## config.mk

```make
export PLATFORM = sky130hd
export DESIGN_NAME = reg_file_scanner
export DESIGN_NICKNAME = d
export VERILOG_FILES = /design/src/rtl/reg_file_scanner.sv
export SDC_FILE = /design/constraint.sdc
export NUM_CORES = 1
export LEC_CHECK = 0
export ABC_AREA = 1
export CORE_MARGIN = 8
export CORE_UTILIZATION = 50
export DETAILED_ROUTE_END_ITERATION = 12
export PLACE_DENSITY = 0.74
export SETUP_SLACK_MARGIN = 0.02
export SYNTH_ARGS = -nofsm -noshare
export SYNTH_HDL_FRONTEND = slang
export SYNTH_SLANG_ARGS = --single-unit
```

## constraint.sdc

```tcl
create_clock -name clk -period 1.6 [get_ports clk]
set_input_delay 0.24 -clock clk [delete_from_list [all_inputs] [get_ports clk]]
set_output_delay 0.24 -clock clk [all_outputs]
set_load 0.05 [all_outputs]
```

## src/rtl/reg_file_scanner.sv

```systemverilog
`default_nettype none
// ============================================================================
// reg_file_scanner
//   Reads 8 consecutive register-file nibbles into a display buffer and
//   multiplexes them onto an 8-digit active-low seven-segment display.
//   Option macro: SCAN_AUTO_REFRESH_EN (re-scan from latched base on digit wrap)
// Revision: 1.0 - initial release
// ============================================================================
module reg_file_scanner #(
    parameter int REFRESH_DIV = 100000
) (
    input  logic       clk,
    input  logic       reset,
    input  logic       start,
    input  logic [6:0] base,
    output logic [6:0] address_r,
    input  logic [3:0] data_r,
    output logic       busy,
    output logic [6:0] sseg,
    output logic [7:0] AN,
    output logic       DP
);

    localparam int c_cnt_w = $clog2(REFRESH_DIV);
    localparam logic [c_cnt_w-1:0] c_cnt_max = c_cnt_w'(REFRESH_DIV - 1);

    localparam logic [0:0] c_idle = 1'b0;
    localparam logic [0:0] c_load = 1'b1;

`ifdef SCAN_AUTO_REFRESH_EN
    localparam logic c_auto_en = 1'b1;
`else
    localparam logic c_auto_en = 1'b0;
`endif

    logic [0:0]         r_state;
    logic [6:0]         r_base;
    logic [2:0]         r_idx;
    logic [3:0]         r_buf [8];
    logic [c_cnt_w-1:0] r_refresh;
    logic [2:0]         r_digit;
    logic [6:0]         r_sseg;
    logic [7:0]         r_an;
    logic               r_dp;

    logic w_refresh_wrap;
    logic w_digit_wrap;
    logic w_auto_load;

    function automatic logic [6:0] f_hex(input logic [3:0] v);
        case (v)
            4'h0: f_hex = 7'b0000001;
            4'h1: f_hex = 7'b1001111;
            4'h2: f_hex = 7'b0010010;
            4'h3: f_hex = 7'b0000110;
            4'h4: f_hex = 7'b1001100;
            4'h5: f_hex = 7'b0100100;
            4'h6: f_hex = 7'b0100000;
            4'h7: f_hex = 7'b0001111;
            4'h8: f_hex = 7'b0000000;
            4'h9: f_hex = 7'b0000100;
            4'hA: f_hex = 7'b0001000;
            4'hB: f_hex = 7'b1100000;
            4'hC: f_hex = 7'b0110001;
            4'hD: f_hex = 7'b1000010;
            4'hE: f_hex = 7'b0110000;
            default: f_hex = 7'b0111000;
        endcase
    endfunction

    assign w_refresh_wrap = (r_refresh == c_cnt_max);
    assign w_digit_wrap   = w_refresh_wrap && (r_digit == 3'd7);
    assign w_auto_load    = c_auto_en & w_digit_wrap;

    // r_idx rests at 0 in IDLE, so this also holds the latched base there
    assign address_r = r_base + {4'b0000, r_idx};
    assign busy      = (r_state == c_load);
    assign sseg      = r_sseg;
    assign AN        = r_an;
    assign DP        = r_dp;

    always_ff @(posedge clk) begin
        if (reset) begin
            r_state <= c_idle;
            r_base  <= 7'd0;
            r_idx   <= 3'd0;
            for (int i = 0; i < 8; i++) begin
                r_buf[i] <= 4'd0;
            end
        end else if (r_state == c_idle) begin
            if (start) begin
                r_base  <= base;
                r_idx   <= 3'd0;
                r_state <= c_load;
            end else if (w_auto_load) begin
                r_idx   <= 3'd0;
                r_state <= c_load;
            end
        end else begin
            // start is deliberately not looked at while loading
            r_buf[r_idx] <= data_r;
            r_idx        <= r_idx + 3'd1;
            if (r_idx == 3'd7) begin
                r_state <= c_idle;
            end
        end
    end

    always_ff @(posedge clk) begin
        if (reset) begin
            r_refresh <= '0;
            r_digit   <= 3'd0;
            r_sseg    <= 7'b0000001;
            r_an      <= 8'b11111110;
            r_dp      <= 1'b0;
        end else begin
            r_refresh <= w_refresh_wrap ? '0 : r_refresh + 1'b1;
            if (w_refresh_wrap) begin
                r_digit <= r_digit + 3'd1;
            end
            r_sseg <= f_hex(r_buf[r_digit]);
            r_an   <= ~(8'b00000001 << r_digit);
            r_dp   <= (r_digit != 3'd0);
        end
    end

endmodule
`default_nettype wire

```

### Word-level counts from Yosys, hierarchy flattened

Memories as Yosys holds them, arrays and structs flattened. A register that Yosys moved wholly into a read port is not among the register bits.
Cells that the tools add are included.
Widths: inputs -> output; s select.

| storage, ports and cells | value |
|---|---|
| ROM bits | 112 |
| output and inout bits | 24 |
| input bits | 14 |
| bits in writable memories | 32 |
| flip-flop bits (word level) | 40 |
| memories | 2 |
| bits in latches | 0 |
| logic and storage cells | 38 |

| operators by class | value |
|---|---|
| bitwise operators | 2 |
| $lt $le $gt $ge | 0 |
| equal/unequal tests | 2 |
| $mul | 0 |
| reductions and logical operators | 5 |
| divide/modulo/power cells | 0 |
| shift-type cells | 1 |
| $add $sub $neg | 4 |
| multiplexer cells | 15 |

Memory list:

| memory | depth | width | rd ports | clocked after Yosys merged registers in | write ports | RTL line | source |
|---|---|---|---|---|---|---|---|
| (name not given) | 16 | 7 | 1 | 1 | 0 | 51 | `case (v)` |
| r_buf | 8 | 4 | 1 | 1 | 8 | 39 | `logic [3:0] r_buf [8];` |

Operators with widths:

| kind | number |
|---|---|
| $add 17x1->17 const B | 1 |
| $eq 17x17->1 const B | 1 |
| $mux 3 | 5 |
| $mux 1 | 9 |
| $not 8->8 | 1 |
| $shl 1x3->8 const A | 1 |
| $add 7x3->7 | 1 |
| $add 3x1->3 const B | 2 |
| $mux 4 | 1 |
| $reduce_or 4->1 | 1 |
| $eq 3x3->1 const B | 1 |
| $reduce_bool 3->1 | 1 |
| $reduce_and 2->1 | 1 |
| $reduce_bool 2->1 | 1 |
| $reduce_or 2->1 | 1 |
| $not 1->1 | 1 |

### Depth between registers and ports, before layout

Gate-level depths: netlist (run 1).

| depth | value |
|---|---|
| depth in word-level cells | 5 |
| gate-level depth with buffers | 15 |
| gate-level depth less buffers | 13 |

### Least setup slack after synthesis (run 1)

No wires, ideal clock.

| timing path | value |
|---|---|
| kind | flip-flop to output port |
| from | register r_idx[0] |
| to | output address_r[6] |
| cell stages (with the launch flop) | 8 |
| arrival time | 2.040 ns |
| slack | -0.680 ns |
| buffers on the path | 0 |
| data required time | 1.360 ns |
| cells stage by stage | dfxtp_1 > ha_1 > inv_1 > fa_1 > inv_1 > a21oi_1 > nor3_1 > xor2_1 |

| between the ends | value |
|---|---|
| longest elaborated chain between the ends | 1 |

Ends and longest elaborated chain:

| element | RTL line | source |
|---|---|---|
| start, declared | 38 | `logic [2:0] r_idx;` |
| start signal, assigned | 102 | `r_idx <= r_idx + 3'd1;` |
| $add 7x3->7 | 76 | `assign address_r = r_base + {4'b0000, r_idx};` |
| end, declared | 16 | `output logic [6:0] address_r,` |

Every way passes these cells.

### Worst setup path in the final report (run 1)

| timing path | value |
|---|---|
| from | register r_base[0] |
| to | output address_r[2] |

| between the ends | value |
|---|---|
| longest elaborated chain between the ends | 1 |

Ends and longest elaborated chain:

| element | RTL line | source |
|---|---|---|
| start, declared | 37 | `logic [6:0] r_base;` |
| start signal, assigned | 92 | `r_base <= base;` |
| $add 7x3->7 | 76 |  |

Every way passes these cells.

==> results_dict.tcl, run 1 <==
set metrics [dict create \
    status "finished with violations" \
    violations "setup timing" \
    clock_sinks 81 \
    synthCells 475 \
    fp.dieArea_mm2 0.01096 \
    holdCritPathClass "reg -> reg" \
    synth_area_leaders "dfxtp_1 (25%), edfxtp_1 (24%), nand2_1 (10%)" \
    path_clk_slew_ns 0.09 \
    stdcell_count 681 \
    yosys.cell_types.count 37 \
    antenna_left 0 \
    maxSlewHeadroom 0.7587 \
    final_cell_mix "nand2_1 (85), nor2_1 (68), buf_4 (59), inv_1 (53), dfxtp_1 (41)" \
    viasPerCell 5.119 \
    max_cap_violations 0 \
    grt_overflow 0 \
    clock_tree.root_cell "clkbuf_8" \
    crit_top_cell "buf_6" \
    max_freq_ghz 0.4661 \
    drt-total-wl_um 10140 \
    drc 0 \
    cts_tree "yes" \
    rsz0062_at_grt "true" \
    worstSetupPathType "reg -> out" \
    place_ws_ns -0.2461 \
    p_switching_w 0.001332 \
    die_y_um 104.7 \
    avgRoutedWirePerCell_um 14.90 \
    slew_violations 0 \
    io_pins 38 \
    p_comb_frac 0.184 \
    die_w_um 104.7 \
    endpoint_kind "primary output" \
    place.port_buffers 37 \
    firstDrtPassIters 5 \
    fin_area_mm2 0.005748 \
    worst_ep_arrival_time_ns 1.91 \
    worst_path_max_delay_cell "dfxtp_2" \
    setup_viol 13 \
    cts_hold_buf 0 \
    final_common_cell "nand2_1" \
    grt_pass1_wl_um 15790 \
    switching_share 0.2806 \
    yosys.area.top_type "dfxtp_1" \
    syn_area_per_cell_um2 8.279 \
    track_usage 0.1751 \
    drive_gt1_frac 0.3610 \
    max_stage_delay_ns 0.36 \
    multi_input_area_mm2 0.002175 \
    cp_max_fo 2 \
    fillers 526 \
    synth-seq-cells 81 \
    finalCritPeriodShare 1.341 \
    start_util 0.5116 \
    hpwl_um 6207 \
    grt_max_degree 19 \
    p_leak_nw 2.443 \
    powerDensity_mw_per_mm2 825.5 \
    ys_seq_area_frac 0.4938 \
    nets 607 \
    path_cells "ha_4, inv_2, fa_2, buf_4, buf_6, buf_6, xnor2_4, buf_12" \
    synth-async-reset-ratio 0 \
    max_slew.worst_pin.slew_ns 0.3615 \
    clock_latency_ns 0.35 \
    num_vias 3486 \
    clock_power_share 0.337 \
    htree_levels 3 \
    fin_skew_ns 0.009128 \
    finalWorstPathRequiredPeriod_ns 2.145 \
    gp_routability_congestion 0.8491 \
    placed_area_mm2 0.004825 \
    syn_nets 508 \
    synth_edf_count 32 \
    rows 32 \
    register_area_mm2 0.001957 \
    first_global_vias 3541 \
    netlist.area_leader.share 0.2494 \
    synth_area_mm2 0.003933 \
    crit_required_ns 1.36 \
    synth-main-ff-cell "dfxtp_1" \
    dr.first_iter.drc_count 167 \
    syn2layout_area_growth_pct 46.17 \
    p_int_w 0.003414 \
    crit_path_start_kind "register" \
    dp.cells 639 \
    antenna_found_initial 0 \
    p_seq_frac 0.479 \
    cts_made_buffers 9 \
    cts.path.max_buffers 2 \
    hold_viol 0 \
    diodes 0 \
    yosys_warnings 0 \
    irDropWorstVdd_uv 468.9 \
    core_mm2 0.007687 \
    finalWorstSetupSlack_ns -0.5454 \
]
[power by group through the flow]
stage          registers (W)  clock network (W)  logic (W)
2_1_floorplan        0.00238                  0   0.000351
3_3_place_gp         0.00231                  0   0.000694
3_5_place_dp         0.00232                  0   0.000702
4_1_cts              0.00227            0.00162   0.000788
5_1_grt              0.00228            0.00172   0.000936
6_report             0.00227            0.00160   0.000875
[path summary, 6_finish.rpt]
check                             to  cells past startpoint  slack, ns               startpoint
setup reg to reg  sseg[5]$_SDFF_PP0_                     14      -0.17                 register
hold / removal      AN[4]$_SDFF_PP1_                      1       0.47  r_digit[2]$_SDFFE_PP0N_
hold reg to reg     AN[4]$_SDFF_PP1_                      1       0.47  r_digit[2]$_SDFFE_PP0N_
setup / recovery        address_r[2]                      8      -0.55   r_base[0]$_SDFFE_PP0P_
[kinds of logic after synthesis]
family / Yosys count / synth area share
fa+ha+maj: 19 / 0.06236
xor+xnor: 6 / 0.01336
flops: 81 / 0.4938
buf+inv: 75 / 0.08463
simple gates: 243 / 0.2733
compound gates: 51 / 0.07255
[stage by stage]
step / util / power, W / hold slack, ns / setup TNS [ns]
after floorplan: - / 0.002734 / 0.3748 / -0.6317
after global placement: 0.6276 / 0.003005 / 0.4290 / -9.078
after detailed placement: 0.6276 / 0.003018 / 0.4394 / -10.83
after CTS: 0.7140 / 0.004674 / 0.4294 / -2.960
after global routing: 0.7477 / 0.004934 / 0.4608 / -4.729
final: 0.7477 / 0.004745 / 0.4684 / -3.571
[critical path: cells and delay by family, from the launching register on]
kind	cells	cell delay [ns]
xor gates and xnor gates	1	0.15
adders and majority gates	2	0.48
buffers and inverters	5	0.57
DFF	1	0.36
[per-layer routing]
metal  wire, µm  vias up  global-route usage
met1       3984     1643              0.1814
li1           -     1718                   -
met3        410       26             0.03624
met4        297        0             0.07747
met5          0        -                   0
met2       5451       99              0.3320
[cell type report]
cell class	instances	area share
multi-input cells	320	0.3783
flip-flops and latches	81	0.3404
inverters	64	0.04484
clock buffers	12	0.03265
well taps	102	0.02220
repair buffers	98	0.1750
clock inverters	4	0.006530
[sequential cells by signal, summed over array words and instances, names as in the netlist, named ones only]
register,cells
r_digit,3
r_base,7
sseg,7
r_idx,3
r_buf,32
busy,1
r_refresh,17
AN,8
[cell usage after synthesis, drive strengths merged, types with 5 or more instances]
| master | instances |
|---|---|
| a21oi | 27 |
| buf | 10 |
| dfxtp | 49 |
| edfxtp | 32 |
| ha | 18 |
| inv | 64 |
| nand2 | 114 |
| nand3 | 37 |
| nor2 | 75 |
| nor3 | 6 |
| o21ai | 18 |
| xor2 | 5 |
[repair_timing]
action | 4_1_cts | 5_1_grt
pin swaps | 28 | 32
setup buffers | 14 | 9
cloned | 3 | 1
resized for setup | 62 | 52
endpoints found under the setup margin | 14 | 41
Note: power is estimated with default switching activity, not from simulation.
==> inputs of run 2 (changes only) <==
Settings changed: MAX_ROUTING_LAYER set to met4.
==> run 2 against run 1 <==
The run still ends with setup timing left. Clock skew about the same. Global-route usage decreased by 0.34 points. First-iteration DRC count decreased by 28%. Sequential power about the same. Largest cell class unchanged.
==> results_dict.tcl, run 2 (synthesized netlist as in run 1, its figures left out) <==
set metrics [dict create \
    nets 602 \
    multi_input_area_mm2 0.002190 \
    grt_max_degree 19 \
    grt_busiest_layer "met2" \
    grtUsageMet1 0.1811 \
    setup_viol 12 \
    powerDensity_mw_per_mm2 821.2 \
    finalWorstSetupSlack_ns -0.5200 \
    crit_required_ns 1.36 \
    cts.path.max_buffers 2 \
    holdCritPathClass "reg -> reg" \
    clock_tree.root_cell "clkbuf_8" \
    cp_max_fo 2 \
    drive_gt1_frac 0.3676 \
    rows 32 \
    place.port_buffers 37 \
    cts_made_buffers 9 \
    dr.first_iter.drc_count 120 \
    die_w_um 104.7 \
    path_clk_slew_ns 0.08 \
    stdcell_count 676 \
    final_cell_mix "nand2_1 (86), nor2_1 (63), buf_4 (56), inv_1 (53), dfxtp_1 (41)" \
    r2r_slack_ns -0.12 \
    grt_overflow 0 \
    cts_tree "yes" \
    finalCritPeriodShare 1.325 \
    htree_levels 3 \
    hpwl_um 6230 \
    syn2layout_area_growth_pct 44.38 \
    clock_latency_ns 0.36 \
    viasPerCell 4.996 \
    fin_skew_ns 0.009316 \
    dp.cells 640 \
    critPathLaunch "r_idx[0]$_SDFFE_PP0P_" \
    io_pins 38 \
    grt_pass1_wl_um 15150 \
    rsz0062_at_grt "true" \
    crit_path_start_kind "register" \
    cp-endpoint "address_r[6]" \
    clock_sinks 81 \
    fin_util 0.7386 \
    status "finished with violations" \
    fillers 522 \
    core_mm2 0.007687 \
    cts_hold_buf 0 \
    met2_usage 0.3010 \
    r2r-end "sseg[3]$_SDFF_PP0_" \
    p_leak_nw 2.406 \
    finalWorstPathRequiredPeriod_ns 2.120 \
    gp_routability_congestion 0.8242 \
    antenna_left 0 \
    worstSetupPathType "reg -> out" \
    drt-total-wl_um 9457 \
    track_usage 0.1717 \
    endpoint_kind "primary output" \
    max_slew.worst_pin.slew_ns 0.3491 \
    largest_reg_flops 32 \
    max_freq_ghz 0.4717 \
    maxSlewHeadroom 0.7670 \
    register_area_mm2 0.001957 \
    firstDrtPassIters 4 \
    violations "setup timing" \
    antenna_found_initial 0 \
    final_common_cell "nand2_1" \
    avgRoutedWirePerCell_um 13.99 \
    start_util 0.5116 \
    fp.dieArea_mm2 0.01096 \
    use_met3 0.04423 \
    slew_violations 0 \
    reg2regPathDepth 11 \
    max_cap_violations 0 \
    irDropWorstVdd_uv 594.9 \
    hold_viol 0 \
    die_y_um 104.7 \
    hold_slack_ns 0.4190 \
    worst_ep_arrival_time_ns 1.88 \
    num_vias 3377 \
    diodes 0 \
    regMostFlops "r_buf" \
    first_global_vias 3395 \
    drc 0 \
]
-- run 2: changes by cell type in the layout (fill, tap and decap cells not counted), sizes merged --
cell	delta
clkbuf	-3
inv	+3
bufinv	+1
clkinvlp	+1
buf	-5
clkinv	-2
-- run 2: critical path: stages, from the launching register on --
cell and delay [ns]:
dfxtp_4 0.37, ha_4 0.13, inv_2 0.03, fa_2 0.34
inv_2 0.07, a21oi_4 0.06, nor3_4 0.19, xor2_4 0.19
buf_12 0.15
-- run 2: how the worst min path moves through the flow --
stage / from / end / slack [ns] / cells after the start
5_1_grt: r_refresh[0]$_SDFF_PP0_ / r_refresh[0]$_SDFF_PP0_ / 0.44 / 1
3_3_place_gp: r_refresh[0]$_SDFF_PP0_ / r_refresh[0]$_SDFF_PP0_ / 0.43 / 1
4_1_cts: base[0] / r_base[0]$_SDFFE_PP0P_ / 0.45 / 3
2_1_floorplan: base[0] / r_base[0]$_SDFFE_PP0P_ / 0.37 / 2
3_5_place_dp: r_refresh[0]$_SDFF_PP0_ / r_refresh[0]$_SDFF_PP0_ / 0.44 / 1
6_report: r_refresh[0]$_SDFF_PP0_ / r_refresh[0]$_SDFF_PP0_ / 0.42 / 1
-- run 2: layout make-up --
type | instances | share of cell area
Inverter | 64 | 0.04539
Sequential cell | 81 | 0.3446
Tap cell | 102 | 0.02248
Timing Repair Buffer | 93 | 0.1657
Clock buffer | 9 | 0.02182
Multi-Input combinational cell | 320 | 0.3856
Clock inverter | 7 | 0.01432
-- run 2: report_power, final --
part,internal (W),total [W],switching (W),leakage (nW)
clock network,0.000749,0.00155,0.000800,0.103
registers,0.00222,0.00227,0.0000495,0.734
logic,0.000359,0.000843,0.000483,1.57
-- run 2: stage by stage --
step | worst slack, ns | total power (W) | area (µm²) | setup TNS (ns)
CTS | -0.5743 | 0.004646 | 5435 | -2.898
global route | -0.6159 | 0.004849 | 5678 | -4.050
floorplan | -0.3020 | 0.002734 | 4091 | -0.6317
finish | -0.5200 | 0.004663 | 5678 | -2.978
global placement | -0.2432 | 0.003007 | 4832 | -5.172
detailed placement | -0.2567 | 0.003022 | 4832 | -8.576
-- run 2: what timing repair did --
item	in CTS	in global routing
gates resized for setup	65	51
pin swaps	35	34
buffers inserted	13	5
gates cloned	1	1
endpoints found under the setup margin	14	35
-- run 2: metal layers --
layer / wire, µm / share of wire
met2: 4956 / 0.52
met4: 189 / 0.020
met5: 0 / 0
met1: 3877 / 0.41
met3: 433 / 0.046
